[src/rtl/hex_display_scanner_pkg.sv]
// Shared constants and helpers for the multiplexed seven-segment scanner:
// dark segment pattern, FSM encodings and counter sizing.
package hex_display_scanner_pkg;

  typedef logic [6:0] seg_t;
  typedef logic [3:0] nibble_t;

  localparam seg_t SEG_OFF = 7'h7F;

  localparam logic [1:0] ST_IDLE  = 2'd0;
  localparam logic [1:0] ST_BLANK = 2'd1;
  localparam logic [1:0] ST_SHOW  = 2'd2;

  // Number of bits needed to hold 0..max_val, never less than one.
  function automatic int width_for(input int max_val);
    int w;
    w = 1;
    for (int i = 1; i < 31; i++) begin
      if ((32'sd1 <<< i) <= max_val) begin
        w = i + 1;
      end else begin
        w = w;
      end
    end
    return w;
  endfunction

  function automatic int max2(input int a, input int b);
    return (a > b) ? a : b;
  endfunction

endpackage

[src/rtl/hex_display_scanner_if.sv]
// Value-side and pin-side signals of the display scanner; the producer/bench
// holds the master end, the scanner the slave end.
interface hex_display_scanner_if
  import hex_display_scanner_pkg::*;
#(
  parameter int NUM_DIGITS = 4
);
  logic                    enable;
  logic                    load;
  logic [4*NUM_DIGITS-1:0] value;
  logic                    lz_suppress;
  logic [NUM_DIGITS-1:0]   dig_n;
  seg_t                    seg_n;
  logic                    frame_done;

  modport master (
    output enable, load, value, lz_suppress,
    input  dig_n, seg_n, frame_done
  );

  modport slave (
    input  enable, load, value, lz_suppress,
    output dig_n, seg_n, frame_done
  );
endinterface

[src/rtl/hex_display_scanner_hex_decoder.sv]
// Hex nibble to active-low seven-segment decoder; c0 is the nibble MSB,
// seg[k] drives segment k (a..g = seg0..seg6).
module hex_decoder
  import hex_display_scanner_pkg::*;
(
  input  logic c0,
  input  logic c1,
  input  logic c2,
  input  logic c3,
  output seg_t seg
);
  nibble_t code_s;

  assign code_s = {c0, c1, c2, c3};

  // Glyph lookup, bit pattern is {g,f,e,d,c,b,a} with 0 = lit.
  always_comb begin
    seg = SEG_OFF;
    case (code_s)
      4'h0:    seg = 7'h40;
      4'h1:    seg = 7'h79;
      4'h2:    seg = 7'h24;
      4'h3:    seg = 7'h30;
      4'h4:    seg = 7'h19;
      4'h5:    seg = 7'h12;
      4'h6:    seg = 7'h02;
      4'h7:    seg = 7'h78;
      4'h8:    seg = 7'h00;
      4'h9:    seg = 7'h10;
      4'hA:    seg = 7'h08;
      4'hB:    seg = 7'h03;
      4'hC:    seg = 7'h46;
      4'hD:    seg = 7'h21;
      4'hE:    seg = 7'h06;
      4'hF:    seg = 7'h0E;
      default: seg = SEG_OFF;
    endcase
  end
endmodule

[src/rtl/hex_display_scanner.sv]
// Time-multiplexed refresh controller for a common-anode seven-segment display:
// one shared decoder, blanking guard before each digit, frame-synchronous updates.
module hex_display_scanner
  import hex_display_scanner_pkg::*;
#(
  parameter int NUM_DIGITS   = 4,
  parameter int REFRESH_DIV  = 50000,
  parameter int BLANK_CYCLES = 2
) (
  input  logic                 clk,
  input  logic                 resetn,
  hex_display_scanner_if.slave bus
);
  localparam int CNT_W = width_for(max2(REFRESH_DIV, BLANK_CYCLES));
  localparam int IDX_W = width_for(NUM_DIGITS - 1);
  localparam int VAL_W = 4 * NUM_DIGITS;

  localparam logic [CNT_W-1:0] SHOW_LAST  = CNT_W'(REFRESH_DIV - 1);
  localparam logic [CNT_W-1:0] BLANK_LAST = CNT_W'(BLANK_CYCLES - 1);
  localparam logic [IDX_W-1:0] IDX_LAST   = IDX_W'(NUM_DIGITS - 1);

  logic [1:0]            state_r;
  logic [IDX_W-1:0]      idx_r;
  logic [CNT_W-1:0]      cnt_r;
  logic [VAL_W-1:0]      active_r;
  logic [VAL_W-1:0]      shadow_r;
  logic                  pending_r;
  logic                  frame_done_r;

  logic [1:0]            state_nx_s;
  logic [IDX_W-1:0]      idx_nx_s;
  logic [CNT_W-1:0]      cnt_nx_s;
  logic                  wrap_s;
  logic [NUM_DIGITS-1:0] blank_s;
  nibble_t               cur_nibble_s;
  logic                  cur_blank_s;
  seg_t                  dec_seg_s;
  logic [NUM_DIGITS-1:0] dig_s;
  seg_t                  seg_s;

  // Scan sequencing: IDLE -> BLANK guard -> SHOW slot -> next digit; enable low always wins.
  always_comb begin
    state_nx_s = state_r;
    idx_nx_s   = idx_r;
    cnt_nx_s   = cnt_r;
    wrap_s     = 1'b0;
    if (!bus.enable) begin
      state_nx_s = ST_IDLE;
      idx_nx_s   = '0;
      cnt_nx_s   = '0;
    end else begin
      case (state_r)
        ST_IDLE: begin
          state_nx_s = ST_BLANK;
          idx_nx_s   = '0;
          cnt_nx_s   = '0;
        end
        ST_BLANK: begin
          if (cnt_r == BLANK_LAST) begin
            state_nx_s = ST_SHOW;
            cnt_nx_s   = '0;
          end else begin
            cnt_nx_s = cnt_r + CNT_W'(1);
          end
        end
        ST_SHOW: begin
          if (cnt_r == SHOW_LAST) begin
            state_nx_s = ST_BLANK;
            cnt_nx_s   = '0;
            if (idx_r == IDX_LAST) begin
              idx_nx_s = '0;
              wrap_s   = 1'b1;
            end else begin
              idx_nx_s = idx_r + IDX_W'(1);
            end
          end else begin
            cnt_nx_s = cnt_r + CNT_W'(1);
          end
        end
        default: begin
          state_nx_s = ST_BLANK;
          idx_nx_s   = '0;
          cnt_nx_s   = '0;
        end
      endcase
    end
  end

  // Scan state registers; frame_done is the registered wrap strobe.
  always_ff @(posedge clk or negedge resetn) begin
    if (!resetn) begin
      state_r      <= ST_BLANK;
      idx_r        <= '0;
      cnt_r        <= '0;
      frame_done_r <= 1'b0;
    end else begin
      state_r      <= state_nx_s;
      idx_r        <= idx_nx_s;
      cnt_r        <= cnt_nx_s;
      frame_done_r <= wrap_s;
    end
  end

  // Value path: loads park in shadow and only reach the display at a frame wrap
  // (or straight away while idle), so a frame never shows a torn value.
  always_ff @(posedge clk or negedge resetn) begin
    if (!resetn) begin
      active_r  <= '0;
      shadow_r  <= '0;
      pending_r <= 1'b0;
    end else if (wrap_s) begin
      if (bus.load) begin
        active_r <= bus.value;
        shadow_r <= bus.value;
      end else if (pending_r) begin
        active_r <= shadow_r;
      end else begin
        active_r <= active_r;
      end
      pending_r <= 1'b0;
    end else if (state_r == ST_IDLE) begin
      if (bus.load) begin
        active_r  <= bus.value;
        shadow_r  <= bus.value;
        pending_r <= 1'b0;
      end else if (pending_r) begin
        active_r  <= shadow_r;
        pending_r <= 1'b0;
      end else begin
        pending_r <= 1'b0;
      end
    end else if (bus.load) begin
      shadow_r  <= bus.value;
      pending_r <= 1'b1;
    end else begin
      pending_r <= pending_r;
    end
  end

  // Digit i is a leading zero when it and every digit above it are zero; digit 0 never is.
  for (genvar gi = 0; gi < NUM_DIGITS; gi++) begin : g_lz
    if (gi == 0) begin : g_lsd
      assign blank_s[gi] = 1'b0;
    end else begin : g_upper
      assign blank_s[gi] = bus.lz_suppress && (active_r[VAL_W-1:4*gi] == '0);
    end
  end

  // Select the nibble and blank flag of the digit currently being scanned.
  always_comb begin
    cur_nibble_s = '0;
    cur_blank_s  = 1'b0;
    for (int d = 0; d < NUM_DIGITS; d++) begin
      cur_nibble_s = (idx_r == IDX_W'(d)) ? active_r[4*d +: 4] : cur_nibble_s;
      cur_blank_s  = (idx_r == IDX_W'(d)) ? blank_s[d]         : cur_blank_s;
    end
  end

  hex_decoder u_hex_decoder (
    .c0  (cur_nibble_s[3]),
    .c1  (cur_nibble_s[2]),
    .c2  (cur_nibble_s[1]),
    .c3  (cur_nibble_s[0]),
    .seg (dec_seg_s)
  );

  // Pin drive: only a non-suppressed SHOW slot lights anything.
  always_comb begin
    dig_s = '1;
    seg_s = SEG_OFF;
    if ((state_r == ST_SHOW) && !cur_blank_s) begin
      dig_s = ~(NUM_DIGITS'(1) << idx_r);
      seg_s = dec_seg_s;
    end else begin
      dig_s = '1;
      seg_s = SEG_OFF;
    end
  end

  assign bus.dig_n      = dig_s;
  assign bus.seg_n      = seg_s;
  assign bus.frame_done = frame_done_r;

endmodule

[src/flat_wrapper.sv]
// flat-port wrapper written by rule: the top's interface ports become plain ports
module hex_display_scanner_flat import hex_display_scanner_pkg::*;
#(
  parameter int NUM_DIGITS   = 4,
  parameter int REFRESH_DIV  = 50000,
  parameter int BLANK_CYCLES = 2
)
  (clk, resetn, bus_enable, bus_load, bus_value, bus_lz_suppress, bus_dig_n, bus_seg_n, bus_frame_done);
  hex_display_scanner_if #(.NUM_DIGITS(NUM_DIGITS)) bus_i ();
  input  logic clk;
  input  logic resetn;
  input wire logic [$bits(bus_i.enable)-1:0] bus_enable;
  input wire logic [$bits(bus_i.load)-1:0] bus_load;
  input wire logic [$bits(bus_i.value)-1:0] bus_value;
  input wire logic [$bits(bus_i.lz_suppress)-1:0] bus_lz_suppress;
  output wire logic [$bits(bus_i.dig_n)-1:0] bus_dig_n;
  output wire logic [$bits(bus_i.seg_n)-1:0] bus_seg_n;
  output wire logic [$bits(bus_i.frame_done)-1:0] bus_frame_done;
  assign bus_i.enable = bus_enable;
  assign bus_i.load = bus_load;
  assign bus_i.value = bus_value;
  assign bus_i.lz_suppress = bus_lz_suppress;
  assign bus_dig_n = bus_i.dig_n;
  assign bus_seg_n = bus_i.seg_n;
  assign bus_frame_done = bus_i.frame_done;
  hex_display_scanner #(.NUM_DIGITS(NUM_DIGITS), .REFRESH_DIV(REFRESH_DIV), .BLANK_CYCLES(BLANK_CYCLES)) u_core (.clk(clk), .resetn(resetn), .bus(bus_i));
endmodule
[config.mk]
export PLATFORM = sky130hd
export DESIGN_NAME = hex_display_scanner_flat
export DESIGN_NICKNAME = d
export VERILOG_FILES = /design/src/rtl/hex_display_scanner_pkg.sv /design/src/rtl/hex_display_scanner_if.sv /design/src/rtl/hex_display_scanner_hex_decoder.sv /design/src/rtl/hex_display_scanner.sv /design/src/flat_wrapper.sv
export SDC_FILE = /design/constraint.sdc
export NUM_CORES = 1
export LEC_CHECK = 0
export ABC_AREA = 0
export CORE_MARGIN = 2
export CORE_UTILIZATION = 55
export DETAILED_ROUTE_END_ITERATION = 12
export GPL_ROUTABILITY_DRIVEN = 0
export PLACE_DENSITY_LB_ADDON = 0.3
export SYNTH_ARGS = -nofsm -noshare
export SYNTH_HDL_FRONTEND = slang
export SYNTH_SLANG_ARGS = --single-unit
[constraint.sdc]
create_clock -name clk -period 5.49 [get_ports clk]
set_input_delay 1.3725 -clock clk [delete_from_list [all_inputs] [get_ports clk]]
set_output_delay 1.3725 -clock clk [all_outputs]
set_load 0.005 [all_outputs]
==> flow_metrics.env, run 1 <==
export IMPL_die_height_um=76.4
export IMPL_rsz0062_at_grt="no"
export IMPL_sw_frac_of_total_pct=33.7
export IMPL_p_sw_w=0.000407
export IMPL_place_ws_ns=0.905
export IMPL_ys_warn_count=0
export IMPL_synthFlopType="dfrtp_1"
export IMPL_reg2reg_to="u_core.active_r[1]"
export IMPL_ys_ff_latch=54
export IMPL_die_area_um2=5830
export IMPL_path_class="reg2out"
export IMPL_num_antenna_cells=0
export IMPL_clk_path_buf_depth=2
export IMPL_reg2reg_slack_ns=2.95
export IMPL_finalPower_w=0.00121
export IMPL_p_int_w=0.000800
export IMPL_instances_no_fill=363
export IMPL_p_leak_nw=1.37
export IMPL_hpwl_mm=3.85
export IMPL_gr_total_overflow=0
export IMPL_antenna_found_initial=0
export IMPL_outcome="finished clean"
export IMPL_numClockSinks=54
export IMPL_yosysTopAreaCell="dfrtp_1"
export IMPL_combinationalPowerShare_pct=37.3
export IMPL_synthArstFlopShare_pct=100
export IMPL_cts_buffers=5
export IMPL_placed_cells=355
export IMPL_postSynthCellCount=260
export IMPL_fin_nets=328
export IMPL_grt_max_degree=55
export IMPL_area_delta_synth_final_pct=15.3
export IMPL_core_rowCount=26
export IMPL_cts_root_buffer="clkbuf_8"
export IMPL_synthTopCellsByCount="53 x dfrtp_1, 27 x nor2_1, 24 x nand2_1"
export IMPL_path_cells="ha_1, a211oi_1, a211oi_1, inv_1, ha_1, o21ai_0, mux2_2, nand2_1, clkdlybuf4s50_1"
export IMPL_crit_required_ns=4.12
export IMPL_cap_violations=0
export IMPL_synth_top_cell_area_share_pct=46.0
export IMPL_syn_avg_cell_area_um2=11.1
export IMPL_worstSetupStartpoint="u_core.idx_r[0]"
export IMPL_critPathMaxFanout=14
export IMPL_tns_ns=0
export IMPL_portBuffers=32
export IMPL_drc=0
export IMPL_hold_viol_final=0
export IMPL_grt_pass1_vias=1992
export IMPL_nFillCells=409
export IMPL_slowest_delay_ns=0.59
export IMPL_syn_num_nets=296
export IMPL_clockPowerShare_pct=17.9
export IMPL_vias_per_cell=5.44
export IMPL_drive_above_1_share_pct=17.7
export IMPL_hold_buffers=0
export IMPL_ctsResizeCount=0
export IMPL_path_clk_slew_ns=0.09
export IMPL_timing_slew_headroom_pct=53.2
export IMPL_synth_distinct_cells=45
export IMPL_r2r_start="u_core.cnt_r[10]"
export IMPL_post_route_min_period_ns=4.82
export IMPL_yosysMostFrequentCell="dfrtp_1"
export IMPL_fin_worst_skew_ns=0.00872
export IMPL_post_cts_buffers=0
export IMPL_synthTopCellsByArea="dfrtp_1 46%, mux2_2 9.0%, ha_1 6.5%"
export IMPL_critPathArrivalTime_ns=3.44
export IMPL_track_usage_pct=19.4
export IMPL_ys_seq_area_share_pct=47.0
export IMPL_slew_viol_final=0
export IMPL_fmax_mhz=208
export IMPL_cts_max_level=2
export IMPL_drtIter0Drc=130
export IMPL_synthesis_area_um2=2880
export IMPL_first_pass_iters=4
export IMPL_powerDensity_nw_per_um2=363
export IMPL_cp_endpoint="bus_seg_n[1]"
export IMPL_io_pins=33
export IMPL_period_share_pct=87.7
export IMPL_clkLatencyLatePin_ns=0.31
export IMPL_peakVddDrop_uv=219
export IMPL_cp_start_kind="flop"
export IMPL_dr_total_vias=1974
export IMPL_slowest_stage="a211oi_1"
export IMPL_grt_pass1_wl_mm=9.14
export IMPL_start_util_pct=56.8
export IMPL_cp_end_kind="primary output"
export IMPL_ant_nets=0
export IMPL_core_area_um2=5070
export IMPL_r2r_worst_path_cells=5
export IMPL_setup_viol=0
export IMPL_tightest_slew_ns=0.697
export IMPL_setup_ws_ns=0.674
export IMPL_p_seq_share_pct=44.8
export IMPL_die_w_um=76.4
export IMPL_drt_wl_total_mm=5.36
export IMPL_cts_tree="yes"
export IMPL_synth_edff_count=0
export IMPL_wl_per_cell_um=14.8
export IMPL_hold_path_class="reg2reg"
export IMPL_final_util_pct=65.5
sequential cells by signal, indices dropped and copies added, names as in the netlist:
signal                 count
u_core.cnt_r              16
u_core.bus.frame_done      1
u_core.active_r           16
u_core.shadow_r           16
u_core.pending_r           1
u_core.state_r             2
u_core.idx_r               2
layout make-up:
class,instances,area [um^2],area share [%]
Clock buffer,6,72.6,2.18
Clock inverter,2,13.8,0.414
Inverter,11,41.3,1.24
Multi-Input combinational cell,185,1420,42.6
Sequential cell,54,1350,40.7
Tap cell,70,87.6,2.64
Timing Repair Buffer,35,338,10.2
cell usage in the layout, fill, tap and decap left out, types with 5 or more instances in the layout:
cell / n
a21oi_1: 6
inv_1: 11
nor2b_1: 5
ha_1: 15
nor2_1: 27
clkbuf_8: 5
mux2_2: 23
xnor2_1: 7
nand2_1: 24
nand4_1: 8
o21ai_0: 7
xor2_1: 7
dfrtp_1: 53
clkdlybuf4s50_1: 31
mux2_4: 10
power groups by stage:
| stage | clock, W | combinational (W) | sequential (W) |
|---|---|---|---|
| floorplan | 0 | 0.000354 | 0.000525 |
| CTS | 0.000221 | 0.000451 | 0.000540 |
| detailed placement | 0 | 0.000446 | 0.000549 |
| finish | 0.000216 | 0.000451 | 0.000540 |
| global route | 0.000239 | 0.000499 | 0.000550 |
| global placement | 0 | 0.000437 | 0.000544 |
metrics by stage:
stage | hold slack [ns] | area (um^2)
2_1_floorplan | 0.457 | 2880
3_3_place_gp | 0.479 | 3240
3_5_place_dp | 0.491 | 3240
4_1_cts | 0.505 | 3320
5_1_grt | 0.525 | 3320
6_report | 0.501 | 3320
cells by family after synthesis:
kind of cell	share of synthesized area [%]
compound gates	7.25
buf+inv	3.87
mux	14.6
simple gates	16.6
fa+ha+maj	6.52
flops	47.0
xor+xnor	4.26
critical path: cells and delay by family, from the launching register on:
kind                     cells  cell delay, ns
adder cells (fa/ha/maj)      2            0.82
AO/OA/AOI/OAI                3            0.78
AND/OR/NAND/NOR              1            0.07
flip-flops                   1            0.44
buffers and inverters        2            0.72
multiplexers                 1            0.32
worst min-delay path by stage:
stage                     endpoint                start  slack (ns)  cells after the start
2_1_floorplan      u_core.cnt_r[0]      u_core.cnt_r[0]        0.46                      1
3_3_place_gp    u_core.shadow_r[2]   u_core.shadow_r[2]        0.48                      1
3_5_place_dp   u_core.shadow_r[11]  u_core.shadow_r[11]        0.49                      1
4_1_cts            u_core.cnt_r[0]      u_core.cnt_r[0]        0.50                      1
5_1_grt         u_core.shadow_r[9]   u_core.shadow_r[9]        0.53                      1
6_report           u_core.cnt_r[0]      u_core.cnt_r[0]        0.50                      1
metal layers:
| layer | GRT usage (%) | vias to the layer above | wire length, um |
|---|---|---|---|
| li1 | - | 974 | - |
| met1 | 24.1 | 960 | 2420 |
| met2 | 33.5 | 31 | 2640 |
| met3 | 4.27 | 9 | 190 |
| met4 | 7.09 | 0 | 106 |
| met5 | 0 | - | 0 |
No activity file was read; power rests on OpenSTA's default activity.
==> run 2, diff against run 1 <==
Settings changed: CORE_MARGIN 2 to 10, TNS_END_PERCENT set to 20.
==> run 2 against run 1 <==
Net effect: first-iteration DRC count is 43% lower; via count is 0.81% lower; flip-flop and latch count stayed put; die area is 46% higher; final cell count stayed put; register-to-register slack worse by 0.05 ns; sequential power is 0.7% higher; clock power is 9.3% higher; largest cell class unchanged.
==> flow_metrics.env, run 2 (same netlist as run 1, synthesis figures left out) <==
export IMPL_numClockSinks=54
export IMPL_clk_path_buf_depth=2
export IMPL_cap_violations=0
export IMPL_cts_max_level=2
export IMPL_hold_path_class="reg2reg"
export IMPL_slew_viol_final=0
export IMPL_die_height_um=92.4
export IMPL_peakVddDrop_uv=210
export IMPL_portBuffers=32
export IMPL_start_util_pct=56.4
export IMPL_ctsResizeCount=0
export IMPL_drt_wl_total_mm=5.45
export IMPL_post_route_min_period_ns=4.79
export IMPL_ant_nets=0
export IMPL_p_leak_nw=1.37
export IMPL_io_pins=33
export IMPL_mostFrequentLayoutCells="53 x dfrtp_1, 31 x clkdlybuf4s50_1, 27 x nor2_1"
export IMPL_grt_max_degree=55
export IMPL_largestRegisters="u_core.active_r (16), u_core.cnt_r (16), u_core.shadow_r (16)"
export IMPL_core_area_um2=5110
export IMPL_vias_per_cell=5.39
export IMPL_wl_per_cell_um=15.0
export IMPL_cts_root_buffer="clkbuf_8"
export IMPL_critPathArrivalTime_ns=3.41
export IMPL_tns_ns=0
export IMPL_reg2reg_slack_ns=2.90
export IMPL_cp_end_kind="primary output"
export IMPL_tightest_slew_ns=0.721
export IMPL_fmax_mhz=209
export IMPL_area_delta_synth_final_pct=15.7
export IMPL_first_pass_iters=4
export IMPL_die_w_um=92.4
export IMPL_grt_pass1_wl_mm=9.41
export IMPL_die_area_um2=8530
export IMPL_final_util_pct=65.3
export IMPL_cp_start_kind="flop"
export IMPL_timing_slew_headroom_pct=51.6
export IMPL_num_antenna_cells=0
export IMPL_hold_buffers=0
export IMPL_powerDensity_nw_per_um2=368
export IMPL_path_class="reg2out"
export IMPL_dr_total_vias=1958
export IMPL_fin_nets=328
export IMPL_grt_pass1_vias=1977
export IMPL_hpwl_mm=3.98
export IMPL_hold_viol_final=0
export IMPL_holdPathStages=1
export IMPL_r2r_worst_path_cells=5
export IMPL_cts_tree="yes"
export IMPL_crit_required_ns=4.12
export IMPL_path_clk_slew_ns=0.10
export IMPL_post_cts_buffers=0
export IMPL_cts_buffers=5
export IMPL_clkLatencyLatePin_ns=0.31
export IMPL_antenna_found_initial=0
export IMPL_rsz0062_at_grt="no"
export IMPL_final_common_cell="dfrtp_1"
export IMPL_period_share_pct=87.2
export IMPL_track_usage_pct=13.5
export IMPL_fin_worst_skew_ns=0.00478
export IMPL_outcome="finished clean"
export IMPL_drc=0
export IMPL_drive_above_1_share_pct=18.1
export IMPL_critPathMaxFanout=14
export IMPL_setup_viol=0
export IMPL_core_rowCount=26
export IMPL_drtIter0Drc=74
export IMPL_gr_total_overflow=0
run 2: path summary, 6_finish.rpt:
path                                        from            endpoint
worst max-delay path             u_core.idx_r[0]        bus_seg_n[1]
worst min-delay path             u_core.cnt_r[0]     u_core.cnt_r[0]
worst max register to register  u_core.cnt_r[11]  u_core.active_r[3]
worst min register to register   u_core.cnt_r[0]     u_core.cnt_r[0]
max in group asynchronous                 resetn  u_core.shadow_r[7]
min in group asynchronous                 resetn  u_core.shadow_r[0]
run 2: final cells by class:
class	count	area, um^2
well taps	70	87.6
fillers	429	1770
clock inverters	3	28.8
repair buffers	35	338
multi-input cells	185	1420
clock buffers	5	68.8
inverters	11	41.3
flip-flops and latches	54	1350
run 2: through the flow:
step | hold slack, ns | cell area [um^2] | setup slack, ns | total power [W] | instances
CTS | 0.503 | 3330 | 0.717 | 0.00123 | 363
floorplan | 0.457 | 2880 | 1.84 | 0.000879 | 260
global route | 0.526 | 3330 | 0.402 | 0.00130 | 363
global placement | 0.480 | 3240 | 1.00 | 0.000984 | 355
detailed placement | 0.487 | 3240 | 0.885 | 0.000994 | 355
finish | 0.504 | 3330 | 0.704 | 0.00122 | 363
run 2: worst max-delay path, stage by stage, from the launching register on:
cell,delay (ns)
dfrtp_1,0.44
ha_1,0.37
nor2b_1,0.21
a211oi_1,0.57
inv_1,0.22
ha_1,0.35
o21ai_0,0.08
mux2_2,0.30
nand2_1,0.06
clkdlybuf4s50_1,0.51
run 2: report_power, final:
part | internal, W | switching [W] | leakage [nW]
Combinational | 0.000231 | 0.000215 | 0.646
Clock | 0.0000948 | 0.000141 | 0.0502
Sequential | 0.000479 | 0.0000646 | 0.676
Total | 0.000805 | 0.000420 | 1.37
run 2: layer usage:
metal,wire length (um),track usage (%)
met1,2560,17.2
met2,2590,21.7
met3,232,2.91
met4,75,5.66
met5,0,0
==> run 3, diff against run 2 <==
Settings changed: GPL_TIMING_DRIVEN set to 1.
==> results of run 3 <==
No change in the layout: final DEF, timing and power equal those of run 2.
